[src/rtl/midi_pkg.sv]
// Shared MIDI constants, event record and status-byte helpers used by the
// event framer and its FIFO.
package midi_pkg;

    localparam logic [3:0] NOTE_OFF    = 4'h8;
    localparam logic [3:0] NOTE_ON     = 4'h9;
    localparam logic [3:0] POLY_AT     = 4'hA;
    localparam logic [3:0] CTRL_CHANGE = 4'hB;
    localparam logic [3:0] PROG_CHANGE = 4'hC;
    localparam logic [3:0] CHAN_AT     = 4'hD;
    localparam logic [3:0] PITCH_BEND  = 4'hE;

    localparam logic [7:0] SYSEX_START  = 8'hF0;
    localparam logic [7:0] MTC_QF       = 8'hF1;
    localparam logic [7:0] SONG_POS     = 8'hF2;
    localparam logic [7:0] SONG_SEL     = 8'hF3;
    localparam logic [7:0] TUNE_REQ     = 8'hF6;
    localparam logic [7:0] SYSEX_END    = 8'hF7;
    localparam logic [7:0] REALTIME_MIN = 8'hF8;

    localparam int EVENT_W = 22;

    typedef struct packed {
        logic [7:0] command;
        logic [6:0] param_1;
        logic [6:0] param_2;
    } midi_event_t;

    // Data bytes carried by a channel-voice message, keyed on the status high nibble.
    function automatic logic [1:0] data_count(input logic [3:0] status_hi);
        return (status_hi == PROG_CHANGE || status_hi == CHAN_AT) ? 2'd1 : 2'd2;
    endfunction

    // Data bytes to discard after a system-common status byte.
    function automatic logic [1:0] skip_count(input logic [7:0] status);
        logic [1:0] n;
        n = 2'd0;
        if (status == MTC_QF || status == SONG_SEL)
            n = 2'd1;
        else if (status == SONG_POS)
            n = 2'd2;
        return n;
    endfunction

endpackage

[src/rtl/midi_event_fifo.sv]
// Show-ahead synchronous FIFO for completed MIDI events; the head entry is
// visible combinationally from register storage as soon as it is written.
module midi_event_fifo
    import midi_pkg::*;
#(
    parameter int DEPTH = 4,
    parameter int WIDTH = EVENT_W
) (
    input  logic             clk,
    input  logic             rst_n,
    input  logic             push,
    input  logic [WIDTH-1:0] push_data,
    input  logic             pop,
    output logic [WIDTH-1:0] head_data,
    output logic             full,
    output logic             empty,
    output logic             drop
);

    localparam int AW = (DEPTH > 1) ? $clog2(DEPTH) : 1;

    logic [WIDTH-1:0] mem_reg [DEPTH];
    logic [AW-1:0]    wr_ptr_reg;
    logic [AW-1:0]    rd_ptr_reg;
    logic [AW:0]      count_reg;
    logic             do_push;
    logic             do_pop;

    assign full      = (count_reg == (AW+1)'(DEPTH));
    assign empty     = (count_reg == '0);
    assign do_pop    = pop && !empty;
    // A pop on the same edge frees the slot, so a push at full still lands.
    assign do_push   = push && (!full || do_pop);
    assign drop      = push && full && !do_pop;
    assign head_data = mem_reg[rd_ptr_reg];

    always_ff @(posedge clk) begin
        if (do_push)
            mem_reg[wr_ptr_reg] <= push_data;
    end

    always_ff @(posedge clk or negedge rst_n) begin
        if (!rst_n) begin
            wr_ptr_reg <= '0;
            rd_ptr_reg <= '0;
            count_reg  <= '0;
        end else begin
            if (do_push)
                wr_ptr_reg <= wr_ptr_reg + 1'b1;
            if (do_pop)
                rd_ptr_reg <= rd_ptr_reg + 1'b1;
            case ({do_push, do_pop})
                2'b10:   count_reg <= count_reg + 1'b1;
                2'b01:   count_reg <= count_reg - 1'b1;
                default: count_reg <= count_reg;
            endcase
        end
    end

endmodule

[src/rtl/midi_event_framer.sv]
// MIDI byte-stream parser: running status, real-time passthrough, SysEx skip,
// channel filter, event FIFO. Define MIDI_FRAMER_VEL0_NOTEOFF_EN to turn 9n kk 00 into 8n kk 00.
module midi_event_framer
    import midi_pkg::*;
#(
    parameter int FIFO_DEPTH = 4,
    parameter int CHANNEL    = 16
) (
    input  logic       clk,
    input  logic       rst_n,
    input  logic [7:0] rx_data,
    input  logic       rx_valid,
    output logic       midi_event_valid,
    output logic [7:0] midi_command,
    output logic [6:0] midi_parameter_1,
    output logic [6:0] midi_parameter_2,
    input  logic       midi_event_ack,
    output logic       overflow
);

    localparam logic [2:0] ST_IDLE    = 3'd0;
    localparam logic [2:0] ST_WAIT_D1 = 3'd1;
    localparam logic [2:0] ST_WAIT_D2 = 3'd2;
    localparam logic [2:0] ST_SYSEX   = 3'd3;
    localparam logic [2:0] ST_SKIP    = 3'd4;

    logic [2:0]  state_reg,  state_next;
    logic [7:0]  status_reg, status_next;
    logic [6:0]  p1_reg,     p1_next;
    logic [1:0]  skip_reg,   skip_next;
    logic        overflow_reg;

    logic        emit;
    midi_event_t emit_event;
    midi_event_t head_event;
    logic        channel_match;
    logic        fifo_full;
    logic        fifo_empty;
    logic        fifo_drop;

    always_comb begin
        state_next  = state_reg;
        status_next = status_reg;
        p1_next     = p1_reg;
        skip_next   = skip_reg;
        emit        = 1'b0;
        emit_event  = '{command: status_reg, param_1: p1_reg, param_2: 7'd0};

        if (rx_valid) begin
            if (rx_data >= REALTIME_MIN) begin
                state_next = state_reg;
            end else if (rx_data[7] && rx_data < SYSEX_START) begin
                status_next = rx_data;
                state_next  = ST_WAIT_D1;
            end else if (rx_data == SYSEX_START) begin
                status_next = 8'd0;
                state_next  = ST_SYSEX;
            end else if (rx_data == SYSEX_END) begin
                if (state_reg == ST_SYSEX)
                    state_next = ST_IDLE;
            end else if (rx_data[7]) begin
                status_next = 8'd0;
                skip_next   = skip_count(rx_data);
                state_next  = (skip_count(rx_data) == 2'd0) ? ST_IDLE : ST_SKIP;
            end else begin
                case (state_reg)
                    ST_WAIT_D1: begin
                        p1_next = rx_data[6:0];
                        if (data_count(status_reg[7:4]) == 2'd2) begin
                            state_next = ST_WAIT_D2;
                        end else begin
                            emit               = 1'b1;
                            emit_event.param_1 = rx_data[6:0];
                        end
                    end
                    ST_WAIT_D2: begin
                        emit               = 1'b1;
                        emit_event.param_2 = rx_data[6:0];
                        state_next         = ST_WAIT_D1;
                    end
                    ST_SKIP: begin
                        skip_next = skip_reg - 2'd1;
                        if (skip_reg <= 2'd1)
                            state_next = ST_IDLE;
                    end
                    default: state_next = state_reg;
                endcase
            end
        end

`ifdef MIDI_FRAMER_VEL0_NOTEOFF_EN
        if (emit_event.command[7:4] == NOTE_ON && emit_event.param_2 == 7'd0)
            emit_event.command = {NOTE_OFF, emit_event.command[3:0]};
`endif
    end

    always_ff @(posedge clk or negedge rst_n) begin
        if (!rst_n) begin
            state_reg    <= ST_IDLE;
            status_reg   <= 8'd0;
            p1_reg       <= 7'd0;
            skip_reg     <= 2'd0;
            overflow_reg <= 1'b0;
        end else begin
            state_reg  <= state_next;
            status_reg <= status_next;
            p1_reg     <= p1_next;
            skip_reg   <= skip_next;
            if (fifo_drop)
                overflow_reg <= 1'b1;
        end
    end

    // Filtered messages still advance the parser; only the push is suppressed.
    assign channel_match = (CHANNEL == 16) || (status_reg[3:0] == 4'(CHANNEL));

    midi_event_fifo #(
        .DEPTH (FIFO_DEPTH),
        .WIDTH (EVENT_W)
    ) u_fifo (
        .clk       (clk),
        .rst_n     (rst_n),
        .push      (emit && channel_match),
        .push_data (emit_event),
        .pop       (midi_event_ack),
        .head_data (head_event),
        .full      (fifo_full),
        .empty     (fifo_empty),
        .drop      (fifo_drop)
    );

    // Storage is not reset, so fields are forced to zero whenever the FIFO is empty.
    assign midi_event_valid = !fifo_empty;
    assign midi_command     = fifo_empty ? 8'd0 : head_event.command;
    assign midi_parameter_1 = fifo_empty ? 7'd0 : head_event.param_1;
    assign midi_parameter_2 = fifo_empty ? 7'd0 : head_event.param_2;
    assign overflow         = overflow_reg;

endmodule

[config.mk]
export PLATFORM = sky130hd
export DESIGN_NAME = midi_event_framer
export DESIGN_NICKNAME = d
export VERILOG_FILES = /design/src/rtl/midi_pkg.sv /design/src/rtl/midi_event_fifo.sv /design/src/rtl/midi_event_framer.sv
export SDC_FILE = /design/constraint.sdc
export NUM_CORES = 1
export LEC_CHECK = 0
export BUFFER_PORTS_ARGS = -buffer_cell sky130_fd_sc_hd__buf_2
export CAP_MARGIN = 25
export CORE_MARGIN = 5
export CORE_UTILIZATION = 30
export CTS_BUF_LIST = sky130_fd_sc_hd__clkbuf_4 sky130_fd_sc_hd__clkbuf_8
export DETAILED_ROUTE_END_ITERATION = 8
export PLACE_DENSITY = 0.56
export RECOVER_POWER = 50
export SYNTH_ARGS = -nofsm -noshare
export SYNTH_HDL_FRONTEND = slang
export SYNTH_SLANG_ARGS = --single-unit
[constraint.sdc]
create_clock -name clk -period 3.6 [get_ports clk]
set_clock_uncertainty 0.15 [all_clocks]
set_input_delay 0.72 -clock clk [delete_from_list [all_inputs] [get_ports clk]]
set_output_delay 0.72 -clock clk [all_outputs]
set_load 0.005 [all_outputs]
**Word-level counts from Yosys, hierarchy flattened**

Memories as Yosys holds them, arrays and structs flattened.
Cells that the tools add are included.

- Latch bits: 0
- Memories: 1
- Bits of input ports: 12
- Flip-flop bits (word level): 28
- Logic and storage cells: 109
- Bits in read-only memories: 0
- Bits in writable memories: 88
- Output and inout bits: 24

Memory list:

| name | words | width | rd ports | clocked after Yosys merged registers in | wr ports | line | RTL |
|---|---|---|---|---|---|---|---|
| u_fifo.mem_reg | 4 | 22 | 1 | 0 | 1 | midi_event_fifo.sv:22 | `logic [WIDTH-1:0] mem_reg [DEPTH];` |

- Div/mod/pow operators: 0
- Reductions and logical operators: 21
- Mux-type cells: 47
- Bitwise gates (word level): 5
- Shifts and indexed selects: 0
- Multiply operators: 0
- Eq/ne operators: 19
- Order comparisons: 3
- Add/subtract/negate cells: 5

Operators by type and width:

| operator | number |
|---|---|
| $mux W14 | 6 |
| $eq A8 B8 Y1 const B | 5 |
| $mux W8 | 5 |
| $mux W7 | 5 |
| $mux W3 | 8 |
| $mux W2 | 11 |
| $ne A6 B6 Y1 const B | 2 |
| $reduce_and A6 Y1 | 2 |
| $mux W1 | 9 |
| $pmux W3 S3 | 1 |
| $eq A4 B4 Y1 const B | 2 |
| $ge A8 B8 Y1 const B | 1 |
| $lt A8 B8 Y1 const B | 1 |
| $reduce_and A7 Y1 | 1 |
| $reduce_bool A7 Y1 | 1 |
| $eq A3 B2 Y1 const B | 2 |
| $eq A3 B3 Y1 const B | 2 |
| $pmux W3 S2 | 1 |
| $logic_and A1 B1 Y1 | 5 |
| $not A1 Y1 | 5 |
| $add A2 B1 Y2 const B | 2 |
| $eq A2 B2 Y1 const B | 2 |
| $ne A4 B3 Y1 const B | 1 |
| $reduce_and A4 Y1 | 1 |
| other kinds (14) | 19 |

**Longest topological paths before layout**

- Word-level depth: 15
- Depth in mapped cells: 11
- Mapped depth without buffers: 10

**Cells and area by module**

From an unflattened synthesis, not the netlist that was laid out.

- Cell total of the unflattened synthesis: 295
- Area total of the unflattened synthesis: 5,043.6 um^2

Modules (own cells, without submodules):

| module | sequential area each (um^2) | cells an instance | instances | area an instance (um^2) |
|---|---|---|---|---|
| midi_event_fifo | 2,817.7 | 154 | 1 | 3,704.8 |
| midi_event_framer | 525.5 | 141 | 1 | 1,338.8 |

**Worst setup path before layout**

Ideal clock, no wire load.

- Path type: input to register
- Start: input port rx_data[7]
- End: memory u_fifo.mem_reg[0][0] (netlist name) (enable)
- Required time: 3.069 ns
- Path buffers: 1
- Data arrival time: 2.371 ns
- Stages on the path: 4
- Setup slack: 0.699 ns
- Setup time: 0.381 ns
- Cells stage by stage: buf_6 > or3b_4 > nor3_1 > and2_1

- Cells in the longest elaborated chain, start to end: 9
- Elaborated cells on any way between the ends: 14
- Classes of those cells: order compare: 2; eq/ne: 2; mux: 8; reduce/logical: 2

RTL lines:

| what | line | RTL |
|---|---|---|
| start, declared | midi_event_framer.sv:11 | `input logic [7:0] rx_data,` |
| branches (longest 4 deep; another with $lt A8 B8 Y1) | - |  |
| $mux W1 (*) | midi_event_framer.sv:50 | `if (rx_data >= REALTIME_MIN) begin` |
| $mux W1 (*) | midi_event_framer.sv:49 | `if (rx_valid) begin` |
| $logic_and A1 B1 Y1 (*) | midi_event_fifo.sv:33 | `assign do_push = push && (!full \|\| do_pop);` |
| $mux W1 (*) | midi_event_fifo.sv:38 | `if (do_push)` |
| $mux W1 (not written as such) (*) | midi_event_fifo.sv:39 | `mem_reg[wr_ptr_reg] <= push_data;` |
| end, declared | midi_event_fifo.sv:22 |  |

Mark *: on every way between the ends.

**Final worst setup path**

- Start: register u_fifo.rd_ptr_reg[0]
- End: output port midi_parameter_1[2]

- Cells in the longest elaborated chain, start to end: 2

RTL lines:

| what | line | RTL |
|---|---|---|
| start, declared | midi_event_fifo.sv:24 | `logic [AW-1:0] rd_ptr_reg;` |
| start signal, assigned | midi_event_fifo.sv:51 | `rd_ptr_reg <= rd_ptr_reg + 1'b1;` |
| $mem_v2 Z4 W22 | - |  |
| $mux W7 | midi_event_framer.sv:135 | `assign midi_parameter_1 = fifo_empty ? 7'd0 : head_event.param_1;` |
| end, declared | midi_event_framer.sv:15 | `output logic [6:0] midi_parameter_1,` |

No other way between the ends.

==> metrics <==
worst-skew pair later-pin latency=430 ps; top post-synthesis cells by area=edfxtp_1, dfrtp_1, mux4_2; Core Rows=47; Fin Setup TNS=0 ps; final hold violations=0; setup bufs post-CTS=0; Ports=36; syn_nets=320; largest net degree at the start of global routing=29; area delta synth->final=15.7%; critical-path cell list=buf_12, mux4_2, and2_1, buf_2; leak pwr=2.13 nW; Placed Area=5420 sq um; worst-path maximum fanout=19; element type at the critical path end=output pin; Tmin final=3000 ps; Synth warnings=0; Synth Flop Type=edfxtp_1; max reg flops=88; Seq/Total Area, Yosys=0.673; Clock power frac=0.254; critical path type=reg2out; # resized after CTS=0; routed len/inst=16.9 um; crit-path max cell delay=600 ps; Gate Count Post-Synth=301; R2R cell count=5; fin worst setup slack=596 ps; Cell variety after synth=41; IO Port Bufs=35; initial core utilization=0.303; switching pwr=1.21 mW; vertical die dimension=139 um; Flop pwr share=0.442; measured slew at the worst slew-check pin=1560 ps; Mean Syn Cell Area=16.5 sq um; CTS buffer count=17; Antenna Nets Post-Route=0; CTS tree=done; Post-synth EDFFs=88; Critical Path AT=2130 ps; total grt overflow=0; most frequent cells in the layout=edfxtp_1, buf_2, dfrtp_1, and2_1, mux4_2; PD cells=716 nW/um^2; master of the slowest instance on the critical path=dfrtp_1; sw frac=0.293; Comb power frac=0.304; Post-Place Worst Slack=758 ps; clk sink count=116; global-route wire length before repair=15800 um; die area=19200 sq um; H-tree levels=4; Synth Cell Area=4970 sq um; Via density=4.55; Final setup viols=0; post-layout util=0.351; hold path depth=1; worst-case clock buffer depth=2; status=finished with violations; clk slew on worst S/H paths=70 ps; core area=16400 sq um; layout cells sized above 1=0.308; dpl hpwl=6290 um; Initial DRC Count=161; DIE WIDTH=139 um; Max-slew headroom=-0.0396; drt drc=0; failing checks=max-capacitance violations, max-slew violations; initial antenna violation count=0; post-route cell area=5750 sq um; commonest non-fill, non-tap cell in the layout=edfxtp_1; vias in the first global route=2782; worst reg2reg setup slack=940 ps; Final Cycle Share=0.834; hold crit path type=reg2reg; Post-synth ARST share=0.241; Max Fclk=333 MHz; Slew Limit Fails=29; Initial DRT Pass Iterations=4; Yosys reg bits=116; final wirelength=9780 um; max-cap viol count=1; CP Launch Type=flip-flop; fill cell count=1565; Antenna diodes=0; Internal=2.91 mW; Placer Congestion=0.733; peak supply drop=304 uV; root buf cell=clkbuf_8; hold buffer count at CTS=0; GRT Overall Usage=0.108; layout net count=366; Req. time, crit path=2730 ps; biggest area consumer among synthesized cells=edfxtp_1; share of the synthesized area in the top cell type=0.532; RSZ-0062 raised after global routing=false; Via Count=2637
-- power groups by stage --
| stage | Combinational (mW) | Clock, mW | Sequential (mW) |
|---|---|---|---|
| final | 1.25 | 1.04 | 1.82 |
| after CTS | 1.31 | 1.08 | 1.83 |
| after global placement | 1.27 | 0 | 1.85 |
| after floorplan | 0.896 | 0 | 1.77 |
| after global routing | 1.40 | 1.14 | 1.85 |
| after detailed placement | 1.30 | 0 | 1.85 |
-- final timing paths --
kind | startpoint | end
max in group asynchronous | rst_n | p1_reg[6]$_DFFE_PN0P_
setup / recovery | u_fifo.rd_ptr_reg[0]$_DFFE_PN0P_ | midi_parameter_1[2]
hold / removal | overflow$_DFFE_PN0P_ | overflow$_DFFE_PN0P_
hold reg to reg | overflow$_DFFE_PN0P_ | overflow$_DFFE_PN0P_
min in group asynchronous | rst_n | overflow$_DFFE_PN0P_
setup reg to reg | state_reg[2]$_DFFE_PN0P_ | u_fifo.mem_reg[3][15]$_DFFE_PP_
-- cells by family (layout without fill, tap and decap cells) --
family	after synthesis	after routing	share of synthesized area
muxes	42	42	0.150
buffers and inverters	27	86	0.0257
AOI/OAI and AO/OA	21	21	0.0277
xor gates and xnor gates	7	7	0.0123
DFF	116	116	0.673
adders and majority gates	7	7	0.0191
and+or+nand+nor	81	81	0.0931
-- per-stage QoR --
stage	hold slack [ps]	total power, mW	instances
detailed placement	296	3.15	548
global route	353	4.39	580
floorplan	274	2.66	301
finish	317	4.12	580
CTS	161	4.21	580
global placement	294	3.11	548
-- critical path: cells and delay by family (launching register included) --
family        cells  cell delay, ps
mux               1             540
buf+inv           2             380
flops             1             600
simple gates      1             180
-- cell usage after synthesis (all sizes together), types with 2 or more instances --
master and n:
nor2 7, xnor2 3, nor3 8, edfxtp 88
inv 10, xor2 4, clkbuf 11, mux2 17
mux2i 3, dfrtp 28, nor4 2, nor2b 2
o21ai 10, nand2 16, nand2b 5, mux4 22
or3 2, and2 33, ha 6, buf 6
-- area by class of cell --
| cell class | count | area, sq um | area share |
|---|---|---|---|
| Sequential cell | 116 | 3340 | 0.581 |
| Multi-Input combinational cell | 158 | 1500 | 0.260 |
| Clock buffer | 20 | 256 | 0.0446 |
| Tap cell | 220 | 275 | 0.0478 |
| Inverter | 10 | 37.5 | 0.00652 |
| Clock inverter | 12 | 90.1 | 0.0157 |
| Timing Repair Buffer | 44 | 254 | 0.0441 |
-- per-layer routing --
| metal | wire length (um) | vias up | global-route usage |
|---|---|---|---|
| met3 | 395 | 15 | 0.0310 |
| met5 | 0 | - | 0 |
| met4 | 225 | 0 | 0.0499 |
| li1 | - | 1220 | - |
| met2 | 4740 | 57 | 0.168 |
| met1 | 4420 | 1345 | 0.142 |
Power figures use the tool's default switching activity.
